## src/rtl/bp_zynq_cfg_seq_pkg.sv

```systemverilog
// Shared types and cfg-bus register map for the zynqparrot boot configuration sequencer.
package bp_zynq_cfg_seq_pkg;

  typedef enum logic [2:0] {
    E_SEQ_IDLE,
    E_SEQ_PROG,
    E_SEQ_VRD,
    E_SEQ_UNFREEZE,
    E_SEQ_DONE
  } seq_state_e;

  typedef enum logic [2:0] {
    E_STEP_FREEZE = 3'd0,
    E_STEP_NPC    = 3'd1,
    E_STEP_ICACHE = 3'd2,
    E_STEP_DCACHE = 3'd3,
    E_STEP_CCE    = 3'd4
  } seq_step_e;

  localparam int unsigned CFG_REG_FREEZE = 'h00008;
  localparam int unsigned CFG_REG_NPC    = 'h00010;
  localparam int unsigned CFG_REG_ICACHE = 'h00220;
  localparam int unsigned CFG_REG_DCACHE = 'h00240;
  localparam int unsigned CFG_REG_CCE    = 'h00280;

endpackage

```

## src/rtl/bp_zynq_cfg_next_core.sv

```systemverilog
// Priority encoder: lowest set mask bit strictly above cur_i, or the lowest set bit overall when first_i.
module bp_zynq_cfg_next_core #(
  parameter int num_core_p  = 1,
  parameter int idx_width_p = 1
) (
  input  logic [num_core_p-1:0]  mask_i,
  input  logic [idx_width_p-1:0] cur_i,
  input  logic                   first_i,
  output logic [idx_width_p-1:0] next_o,
  output logic                   v_o
);

  // Descending scan so the lowest qualifying index is the last one written.
  always_comb begin
    next_o = '0;
    v_o    = 1'b0;
    for (int i = num_core_p - 1; i >= 0; i--) begin
      if (mask_i[i] && (first_i || (i > int'(cur_i)))) begin
        next_o = idx_width_p'(i);
        v_o    = 1'b1;
      end
    end
  end

endmodule

```

## src/rtl/bp_zynq_cfg_sequencer.sv

```systemverilog
// Boot-time cfg-bus sequencer: freeze/npc/mode writes per enabled core, then a common unfreeze pass.
// Optional readback verification enabled by defining BP_ZYNQ_CFG_SEQ_VERIFY_EN.
module bp_zynq_cfg_sequencer
  import bp_zynq_cfg_seq_pkg::*;
#(
  parameter int num_core_p       = 1,
  parameter int core_id_width_p  = 4,
  parameter int cfg_addr_width_p = 20,
  parameter int cfg_data_width_p = 64,
  parameter int vaddr_width_p    = 39
) (
  input  logic                        clk_i,
  input  logic                        reset_n_i,
  input  logic                        start_i,
  input  logic [num_core_p-1:0]       core_mask_i,
  input  logic [vaddr_width_p-1:0]    npc_i,
  input  logic [1:0]                  icache_mode_i,
  input  logic [1:0]                  dcache_mode_i,
  input  logic                        cce_mode_i,
  output logic                        cfg_v_o,
  input  logic                        cfg_ready_i,
  output logic [core_id_width_p-1:0]  cfg_core_id_o,
  output logic [cfg_addr_width_p-1:0] cfg_addr_o,
  output logic [cfg_data_width_p-1:0] cfg_data_o,
  output logic                        busy_o,
  output logic                        done_o,
  output logic                        error_o
`ifdef BP_ZYNQ_CFG_SEQ_VERIFY_EN
  ,
  output logic                        cfg_r_o,
  input  logic                        cfg_resp_v_i,
  input  logic [cfg_data_width_p-1:0] cfg_resp_data_i
`endif
);

  localparam int idx_w = (num_core_p > 1) ? $clog2(num_core_p) : 1;

  seq_state_e                state_q, state_d;
  seq_step_e                 step_q, step_d;
  logic [idx_w-1:0]          core_q, core_d;
  logic [idx_w-1:0]          first_q, first_d;
  logic [num_core_p-1:0]     mask_q, mask_d;
  logic [vaddr_width_p-1:0]  npc_q, npc_d;
  logic [1:0]                icache_q, icache_d;
  logic [1:0]                dcache_q, dcache_d;
  logic                      cce_q, cce_d;

  logic [idx_w-1:0]          first_in, nxt;
  logic                      first_in_v, nxt_v;
  logic                      wr_fire, prog_adv;

  bp_zynq_cfg_next_core #(.num_core_p(num_core_p), .idx_width_p(idx_w)) u_first (
    .mask_i (core_mask_i),
    .cur_i  ('0),
    .first_i(1'b1),
    .next_o (first_in),
    .v_o    (first_in_v)
  );

  bp_zynq_cfg_next_core #(.num_core_p(num_core_p), .idx_width_p(idx_w)) u_next (
    .mask_i (mask_q),
    .cur_i  (core_q),
    .first_i(1'b0),
    .next_o (nxt),
    .v_o    (nxt_v)
  );

  assign cfg_v_o       = (state_q == E_SEQ_PROG) || (state_q == E_SEQ_UNFREEZE);
  assign busy_o        = cfg_v_o || (state_q == E_SEQ_VRD);
  assign done_o        = (state_q == E_SEQ_DONE);
  assign cfg_core_id_o = core_id_width_p'(core_q);
  assign wr_fire       = cfg_v_o && cfg_ready_i;

  always_comb begin
    cfg_addr_o = cfg_addr_width_p'(CFG_REG_FREEZE);
    cfg_data_o = '0;
    if (state_q != E_SEQ_UNFREEZE) begin
      case (step_q)
        E_STEP_FREEZE: cfg_data_o = cfg_data_width_p'(1'b1);
        E_STEP_NPC: begin
          cfg_addr_o = cfg_addr_width_p'(CFG_REG_NPC);
          cfg_data_o = cfg_data_width_p'(npc_q);
        end
        E_STEP_ICACHE: begin
          cfg_addr_o = cfg_addr_width_p'(CFG_REG_ICACHE);
          cfg_data_o = cfg_data_width_p'(icache_q);
        end
        E_STEP_DCACHE: begin
          cfg_addr_o = cfg_addr_width_p'(CFG_REG_DCACHE);
          cfg_data_o = cfg_data_width_p'(dcache_q);
        end
        E_STEP_CCE: begin
          cfg_addr_o = cfg_addr_width_p'(CFG_REG_CCE);
          cfg_data_o = cfg_data_width_p'(cce_q);
        end
        default: ;
      endcase
    end
  end

`ifdef BP_ZYNQ_CFG_SEQ_VERIFY_EN
  logic error_q, error_d;
  logic rd_acc_q, rd_acc_d;
  logic rd_done;

  assign cfg_r_o = (state_q == E_SEQ_VRD) && !rd_acc_q;
  assign error_o = error_q;
  // Response may land in the same cycle the read is accepted.
  assign rd_done = (state_q == E_SEQ_VRD) && cfg_resp_v_i && (rd_acc_q || cfg_ready_i);
  assign prog_adv = rd_done;

  always_comb begin
    error_d  = error_q;
    rd_acc_d = rd_acc_q;
    if ((state_q == E_SEQ_IDLE || state_q == E_SEQ_DONE) && start_i) error_d = 1'b0;
    if (state_q == E_SEQ_PROG && wr_fire) rd_acc_d = 1'b0;
    if (state_q == E_SEQ_VRD && cfg_ready_i) rd_acc_d = 1'b1;
    if (rd_done && (cfg_resp_data_i != cfg_data_o)) error_d = 1'b1;
  end

  always_ff @(posedge clk_i or negedge reset_n_i) begin
    if (!reset_n_i) begin
      error_q  <= 1'b0;
      rd_acc_q <= 1'b0;
    end else begin
      error_q  <= error_d;
      rd_acc_q <= rd_acc_d;
    end
  end
`else
  assign error_o  = 1'b0;
  assign prog_adv = (state_q == E_SEQ_PROG) && wr_fire;
`endif

  always_comb begin
    state_d  = state_q;
    step_d   = step_q;
    core_d   = core_q;
    first_d  = first_q;
    mask_d   = mask_q;
    npc_d    = npc_q;
    icache_d = icache_q;
    dcache_d = dcache_q;
    cce_d    = cce_q;

    case (state_q)
      E_SEQ_IDLE, E_SEQ_DONE: begin
        if (start_i) begin
          mask_d   = core_mask_i;
          npc_d    = npc_i;
          icache_d = icache_mode_i;
          dcache_d = dcache_mode_i;
          cce_d    = cce_mode_i;
          step_d   = E_STEP_FREEZE;
          core_d   = first_in;
          first_d  = first_in;
          state_d  = first_in_v ? E_SEQ_PROG : E_SEQ_DONE;
        end
      end
`ifdef BP_ZYNQ_CFG_SEQ_VERIFY_EN
      E_SEQ_PROG: if (wr_fire) state_d = E_SEQ_VRD;
`endif
      E_SEQ_UNFREEZE: begin
        if (wr_fire) begin
          if (nxt_v) core_d = nxt;
          else       state_d = E_SEQ_DONE;
        end
      end
      default: ;
    endcase

    // Core index only moves up to the last enabled core; the unfreeze pass reloads the first one.
    if (prog_adv) begin
      if (step_q == E_STEP_CCE) begin
        step_d = E_STEP_FREEZE;
        if (nxt_v) begin
          core_d  = nxt;
          state_d = E_SEQ_PROG;
        end else begin
          core_d  = first_q;
          state_d = E_SEQ_UNFREEZE;
        end
      end else begin
        step_d  = seq_step_e'(step_q + 3'd1);
        state_d = E_SEQ_PROG;
      end
    end
  end

  always_ff @(posedge clk_i or negedge reset_n_i) begin
    if (!reset_n_i) begin
      state_q  <= E_SEQ_IDLE;
      step_q   <= E_STEP_FREEZE;
      core_q   <= '0;
      first_q  <= '0;
      mask_q   <= '0;
      npc_q    <= '0;
      icache_q <= '0;
      dcache_q <= '0;
      cce_q    <= 1'b0;
    end else begin
      state_q  <= state_d;
      step_q   <= step_d;
      core_q   <= core_d;
      first_q  <= first_d;
      mask_q   <= mask_d;
      npc_q    <= npc_d;
      icache_q <= icache_d;
      dcache_q <= dcache_d;
      cce_q    <= cce_d;
    end
  end

endmodule

```

## config.mk

```make
export PLATFORM = sky130hd
export DESIGN_NAME = bp_zynq_cfg_sequencer
export DESIGN_NICKNAME = d
export VERILOG_FILES = /design/src/rtl/bp_zynq_cfg_seq_pkg.sv /design/src/rtl/bp_zynq_cfg_next_core.sv /design/src/rtl/bp_zynq_cfg_sequencer.sv
export SDC_FILE = /design/constraint.sdc
export NUM_CORES = 1
export LEC_CHECK = 0
export BUFFER_PORTS_ARGS = -buffer_cell sky130_fd_sc_hd__clkbuf_2
export CORE_MARGIN = 5
export CORE_UTILIZATION = 42
export DETAILED_ROUTE_END_ITERATION = 12
export PLACE_DENSITY_LB_ADDON = 0.05
export SLEW_MARGIN = 10
export SYNTH_ARGS = -nofsm -noshare
export SYNTH_HDL_FRONTEND = slang
export SYNTH_SLANG_ARGS = --single-unit
```

## constraint.sdc

```tcl
create_clock -name clk_i -period 1.6 [get_ports clk_i]
set_clock_uncertainty 0.05 [all_clocks]
set_input_delay 0.08 -clock clk_i [delete_from_list [all_inputs] [get_ports clk_i]]
set_output_delay 0.08 -clock clk_i [all_outputs]
set_load 0.01 [all_outputs]
```

==> results of run 1 <==
==> cells by family after synthesis <==
family	share of synthesized area, %
adders and majority gates	2.23
other	0.133
buffers and inverters	15.4
and+or+nand+nor	15.3
DFF	45.4
muxes	17.6
AOI/OAI and AO/OA	3.96
==> synthesized netlist by cell type <==
master	count
o2111a_1	1
a21o_1	1
clkbuf_2	1
inv_1	3
mux2_2	44
a32oi_1	1
buf_4	46
or3_1	1
buf_6	5
o21ai_0	3
nand2_1	5
buf_2	2
a21bo_2	1
and4bb_2	1
nor3b_1	1
o21bai_1	1
clkbuf_1	1
and2_1	38
dfrtp_1	51
a21oi_1	2
and3_4	1
o22ai_1	1
nor2_1	2
a221o_1	2
nand3b_4	1
ha_1	5
o211ai_1	2
nand3b_1	2
conb_1	1
nand3_1	3
and3b_1	1
nor2b_1	1
or2_2	1
and4_1	1
nand2b_1	2
nor3_1	2
and3_1	4
==> final timing paths <==
path	end	depth (start not counted)
worst max-delay path	cfg_data_o[1]	5
worst min-delay path	state_q[1]$_DFFE_PN0P_	3
worst max register to register	npc_q[0]$_DFFE_PN0P_	4
worst min register to register	npc_q[5]$_DFFE_PN0P_	1
max in group asynchronous	state_q[0]$_DFFE_PN0P_	3
min in group asynchronous	npc_q[1]$_DFFE_PN0P_	3
==> power breakdown <==
group / switching, uW / internal, uW / total (uW)
sequential: 326 / 1930 / 2250
clock: 403 / 308 / 711
combinational: 1390 / 1740 / 3120
total: 2120 / 3970 / 6090
==> area by class of cell <==
type | count | area [um2] | area share [%]
clock buffer | 7 | 76.3 | 1.94
clock inverter | 1 | 5.00 | 0.127
inverter | 3 | 11.3 | 0.286
multi-input combinational | 174 | 1300 | 32.9
sequential | 51 | 1280 | 32.5
tap | 77 | 96.3 | 2.45
timing repair buffer | 162 | 1170 | 29.8
==> per-stage QoR <==
stage / instances / total power (uW) / TNS, ns / area (um2)
finish: 475 / 6090 / -8.64 / 3940
global route: 475 / 6580 / -13.19 / 3940
CTS: 471 / 5990 / -9.66 / 3840
detailed placement: 416 / 5140 / 0 / 3280
global placement: 416 / 5100 / 0 / 3280
floorplan: 283 / 4150 / 0 / 2970
==> tightest hold or removal path: stages <==
cell and delay [ns]:
clkbuf_2 0.12, a21bo_2 0.13, nand2_1 0.04
==> per-layer routing <==
metal | track usage (%) | up-vias
li1 | - | 1040
met1 | 17.8 | 1001
met2 | 25.7 | 92
met3 | 4.58 | 9
met4 | 5.07 | 0
met5 | 0 | -
==> sequential cells by signal, indices dropped and copies added, names as in the netlist <==
register / count
npc_q: 39
state_q: 3
step_q: 3
dcache_q: 2
icache_q: 2
cce_q: 1
core_q: 1
==> what timing repair did <==
item / CTS / global route
hold buffers: 47 / 0
pin swaps: 4 / 2
endpoints found under the hold margin: 96 / 0
endpoints found under the setup margin: 44 / 90
gates resized for setup: 6 / 11
setup buffers: 0 / 2
gates cloned: 0 / 2
==> metrics.txt, run 1 <==
status=finished, violations left; violated checks=setup timing; first-pass GRT wire length=10.2 mm; DR WL met3=between 500 and 600 um; CP most frequent cell=ha_2; Crit path largest cell delay=about 0.45 ns; worst reg2reg setup slack=~0.06 ns; GRT Residual Overflow=0; aggregate routed wire length=~6.6 mm; I/O pins=between 100 and 150; die area=around 8400 um2; Util after Layout=between 60 and 70%; Final Critical Period=around 1.9 ns; M1 wire length=between 2 and 3 mm; largest net degree at the start of global routing=between 50 and 60; layout cells sized above 1=between 40% and 50%; Die X=between 90 and 100 um; Avg Inst Size Synth=11.7 um2; clock-pin transition on the worst setup and hold timing paths=~0.080 ns; die height=between 90 and 100 um; via count=between 2000 and 2500; hold_sp=cfg_ready_i; PwrDens=between 1500 and 2000 nW/um2; drt wl/cell=13.8 um; ratio of final minimum period to clock period=116%; clk_lat worst skew=about 0.3 ns; CTS Buffer Depth=2; root buffer cell=clkbuf_8; Buf/Inv on CP=1; DR top layer=met4; commonest non-fill, non-tap cell in the layout=clkbuf_2; fin. max-slew vios=0; IO buf count=97; Post-Syn Instances=between 200 and 250; cell at the slowest stage of the critical path=dfrtp_2; endpoints failing setup=44; RSZ-0062 raised after global routing=yes; metal2 WL=roughly 3.2 mm; num rows=29; HP Class=input pin to register; Crit Path Class=register to primary output; drc violations=0; CTS tree=built; Seq/Total Area, Yosys=45.4%; setup ws final=-0.252 ns; Starting DRT DRC Count=22; GP Congestion=between 0.8 and 0.9; core area=6420 um2; final hold violations=0; max cap viols=0; #FFs+latches synth=51; CP startpoint kind=register; Yosys cell types=37; Synth area leaders=dfrtp_1, mux2_2, buf_4, and2_1, ha_1; Synth area leader=dfrtp_1; Critical R2R Launch=state_q[1]$_DFFE_PN0P_; DP HPWL=between 4 and 5 mm; Worst path top cell family by delay=flip-flops; Worst Path Arrival=between 1.5 and 2 ns; Min Hold Slack=about 0.058 ns; fill cell count=between 500 and 600; vias per cell=between 4 and 5; Post-Syn Area=2810 um2; H-tree Lvls=2; Worst IR Drop VDD=approximately 0.00065 V; Pre-antenna DRT Iters=4; YS warnings=0; Max Fanout on Critical Path=3; number of global-route vias before repair=around 2200; P&R area growth vs syn=40.1%; CTS buffer count=5; most frequent cells in the layout=clkbuf_2, dfrtp_1, dlygate4sd3_1; DP Worst Slack=about 0.013 ns; initial core utilization=between 40 and 50%; initial antenna violation count=0; final antenna-violating net count=0; final layout net count=around 450; critical-path cell list=ha_2 > ha_2 > and3_1 > a221o_1 > clkbuf_2; Setup crit end kind=primary output; Yosys top cell area share=a little under half; origin of the worst setup path=step_q[1]$_DFFE_PN0P_; WP data required=between 1 and 1.5 ns; clk sinks=51; antenna cells=0; Max Clk Rate=approximately 0.54 GHz; Pleak=between 0.0015 and 0.002 uW; GRT Total Usage=approximately 15%
No activity file was read; power rests on OpenSTA's default activity.
==> inputs of run 2 (changes only) <==
BUFFER_PORTS_ARGS = not set   (was -buffer_cell sky130_fd_sc_hd__clkbuf_2)
CORE_UTILIZATION = 50   (was 42)
DONT_BUFFER_PORTS = 1   (was not set)
==> run 2 against run 1 <==
Net effect: the flow still finishes with violations (setup timing); design area shrank 3.7%; utilization increased by 8.0 points; sequential power increased by 5%; sequential share of layout area is 1.3 points higher; worst hold slack improved by 0.0040 ns; critical path type unchanged; largest power group unchanged; register-to-register slack worse by 0.06 ns; first-iteration DRC count increased to 2.7 times the previous value.
==> metrics.txt, run 2 (same netlist as run 1, synthesis figures left out) <==
I/O pins=141 (unchanged); Max Clk Rate=0.548 GHz (+1.5%); antenna cells=0 (unchanged); largest net degree at the start of global routing=52 (unchanged); Worst path top cell family by delay=flip-flops; Util after Layout=69.3% (+8.0 points); final layout net count=369 (-18%); endpoints failing setup=47 (+6.8%); violated checks=setup timing; drt wl/cell=19.2 um (+39%); CP startpoint kind=register; Buf/Inv on CP=2 (+1); status=finished, violations left; layout cells sized above 1=46.0% (+0.55 points); IO buf count=0 (-100%); commonest non-fill, non-tap cell in the layout=dlygate4sd3_1; Worst IR Drop VDD=0.000874 V (+35%); Crit path largest cell delay=0.45 ns (about the same); max cap viols=0 (unchanged); GRT Residual Overflow=0 (unchanged); Starting DRT DRC Count=60 (+170%); HP Class=input pin to register; Final Non-Filler Cells=387 (-19%); clk_lat worst skew=0.29 ns (about the same); fin. max-slew vios=0 (unchanged); drc violations=0 (unchanged); PwrDens=1800 nW/um2 (+17%); initial antenna violation count=0 (unchanged); ratio of final minimum period to clock period=114% (-1.7 points); GRT Total Usage=18.5% (+3.6 points); num rows=27 (-6.9%); RSZ-0062 raised after global routing=yes; Reg with most FFs=npc_q; vias per cell=5.03 (+11%); clk sinks=51 (unchanged); Pleak=0.00168 uW (-14%); WP data required=1.47 ns (about the same); max reg flops=39 (unchanged); cell at the slowest stage of the critical path=dfrtp_2; Inst Count DP=310 (-25%); CTS tree=built; P&R area growth vs syn=34.9%; aggregate routed wire length=7.43 mm (+13%); critical-path cell list=inv_4 > ha_4 > or3_4 > o211ai_1 > buf_4; most frequent cells in the layout=dlygate4sd3_1, dfrtp_1, mux2_2; CTS buffer count=5 (unchanged); final antenna-violating net count=0 (unchanged); GP Congestion=0.739 (-7.8%); Final Critical Period=1.82 ns (-0.0279 ns); core area=5470 um2 (-15%); initial core utilization=51.3% (+7.6 points); Die X=85.0 um (-7.4%); CTS Buffer Depth=2 (unchanged); Crit Path Class=register to primary output; die height=85.0 um (-7.4%); clock-pin transition on the worst setup and hold timing paths=0.09 ns (about the same); first-pass GRT wire length=10.8 mm (+5.2%); root buffer cell=clkbuf_8; via count=1945 (-9.2%); setup ws final=-0.224 ns (+0.0279 ns); number of global-route vias before repair=2052 (-4.7%); die area=7220 um2 (-14%); DP Worst Slack=-0.000813 ns (-0.0135 ns); Min Hold Slack=0.0617 ns (+0.00399 ns); Worst Path Arrival=1.69 ns (-0.03 ns); DP HPWL=4.21 mm (-3.7%); final hold violations=0 (unchanged); Setup crit end kind=primary output; Pre-antenna DRT Iters=4 (unchanged); registers with the most flip-flops=npc_q x39, state_q x3, step_q x3; H-tree Lvls=2 (unchanged); Max Fanout on Critical Path=3 (unchanged)
[run 2: per-layer routing]
layer  routed length, um  global-route usage, %  up-vias
li1                    -                      -      888
met1                2670                   20.9      966
met2                4120                   33.9       82
met3                 552                   6.12        9
met4                  88                   3.88        0
met5                   0                      0        -
[run 2: path summary, 6_finish.rpt]
check / depth (start not counted) / start / to / slack, ns
max: 5 / step_q[0]$_DFFE_PN0P_ / cfg_addr_o[3] / -0.22
max reg2reg: 5 / state_q[1]$_DFFE_PN0P_ / npc_q[14]$_DFFE_PN0P_ / 0
min reg2reg: 1 / npc_q[22]$_DFFE_PN0P_ / npc_q[22]$_DFFE_PN0P_ / 0.46
min: 2 / core_mask_i / state_q[2]$_DFFE_PN0P_ / 0.06
max in group asynchronous: 2 / reset_n_i / state_q[0]$_DFFE_PN0P_ / 1.02
min in group asynchronous: 2 / reset_n_i / npc_q[5]$_DFFE_PN0P_ / 0.24
[run 2: area by class of cell]
type / count / area, um2
fillers: 410 / 1680
multi-input cells: 180 / 1540
flip-flops and latches: 51 / 1280
repair buffers: 74 / 762
well taps: 72 / 90.1
clock buffers: 6 / 72.6
clock inverters: 1 / 30.0
inverters: 3 / 18.8
[run 2: timing repair]
action,4_1_cts,5_1_grt
hold endpoints to repair,98,0
cloned,2,5
hold buffers,49,0
pin swaps,15,16
endpoints found under the setup margin,44,89
gates resized for setup,39,52
setup buffers,2,13
[run 2: per-stage QoR]
step,setup TNS (ns),power [uW],cell area (um2)
6_report,-4.85,6830,3790
5_1_grt,-8.03,7280,3790
4_1_cts,-4.60,6060,3500
3_5_place_dp,-0.000813,4570,2720
3_3_place_gp,0,4460,2720
2_1_floorplan,0,4150,2970
[run 2: power by group]
part	switching (uW)	leakage [uW]	internal, uW
Combinational	1590	0.00103	2020
Sequential	428	0.000603	1930
Clock	403	0.0000513	459
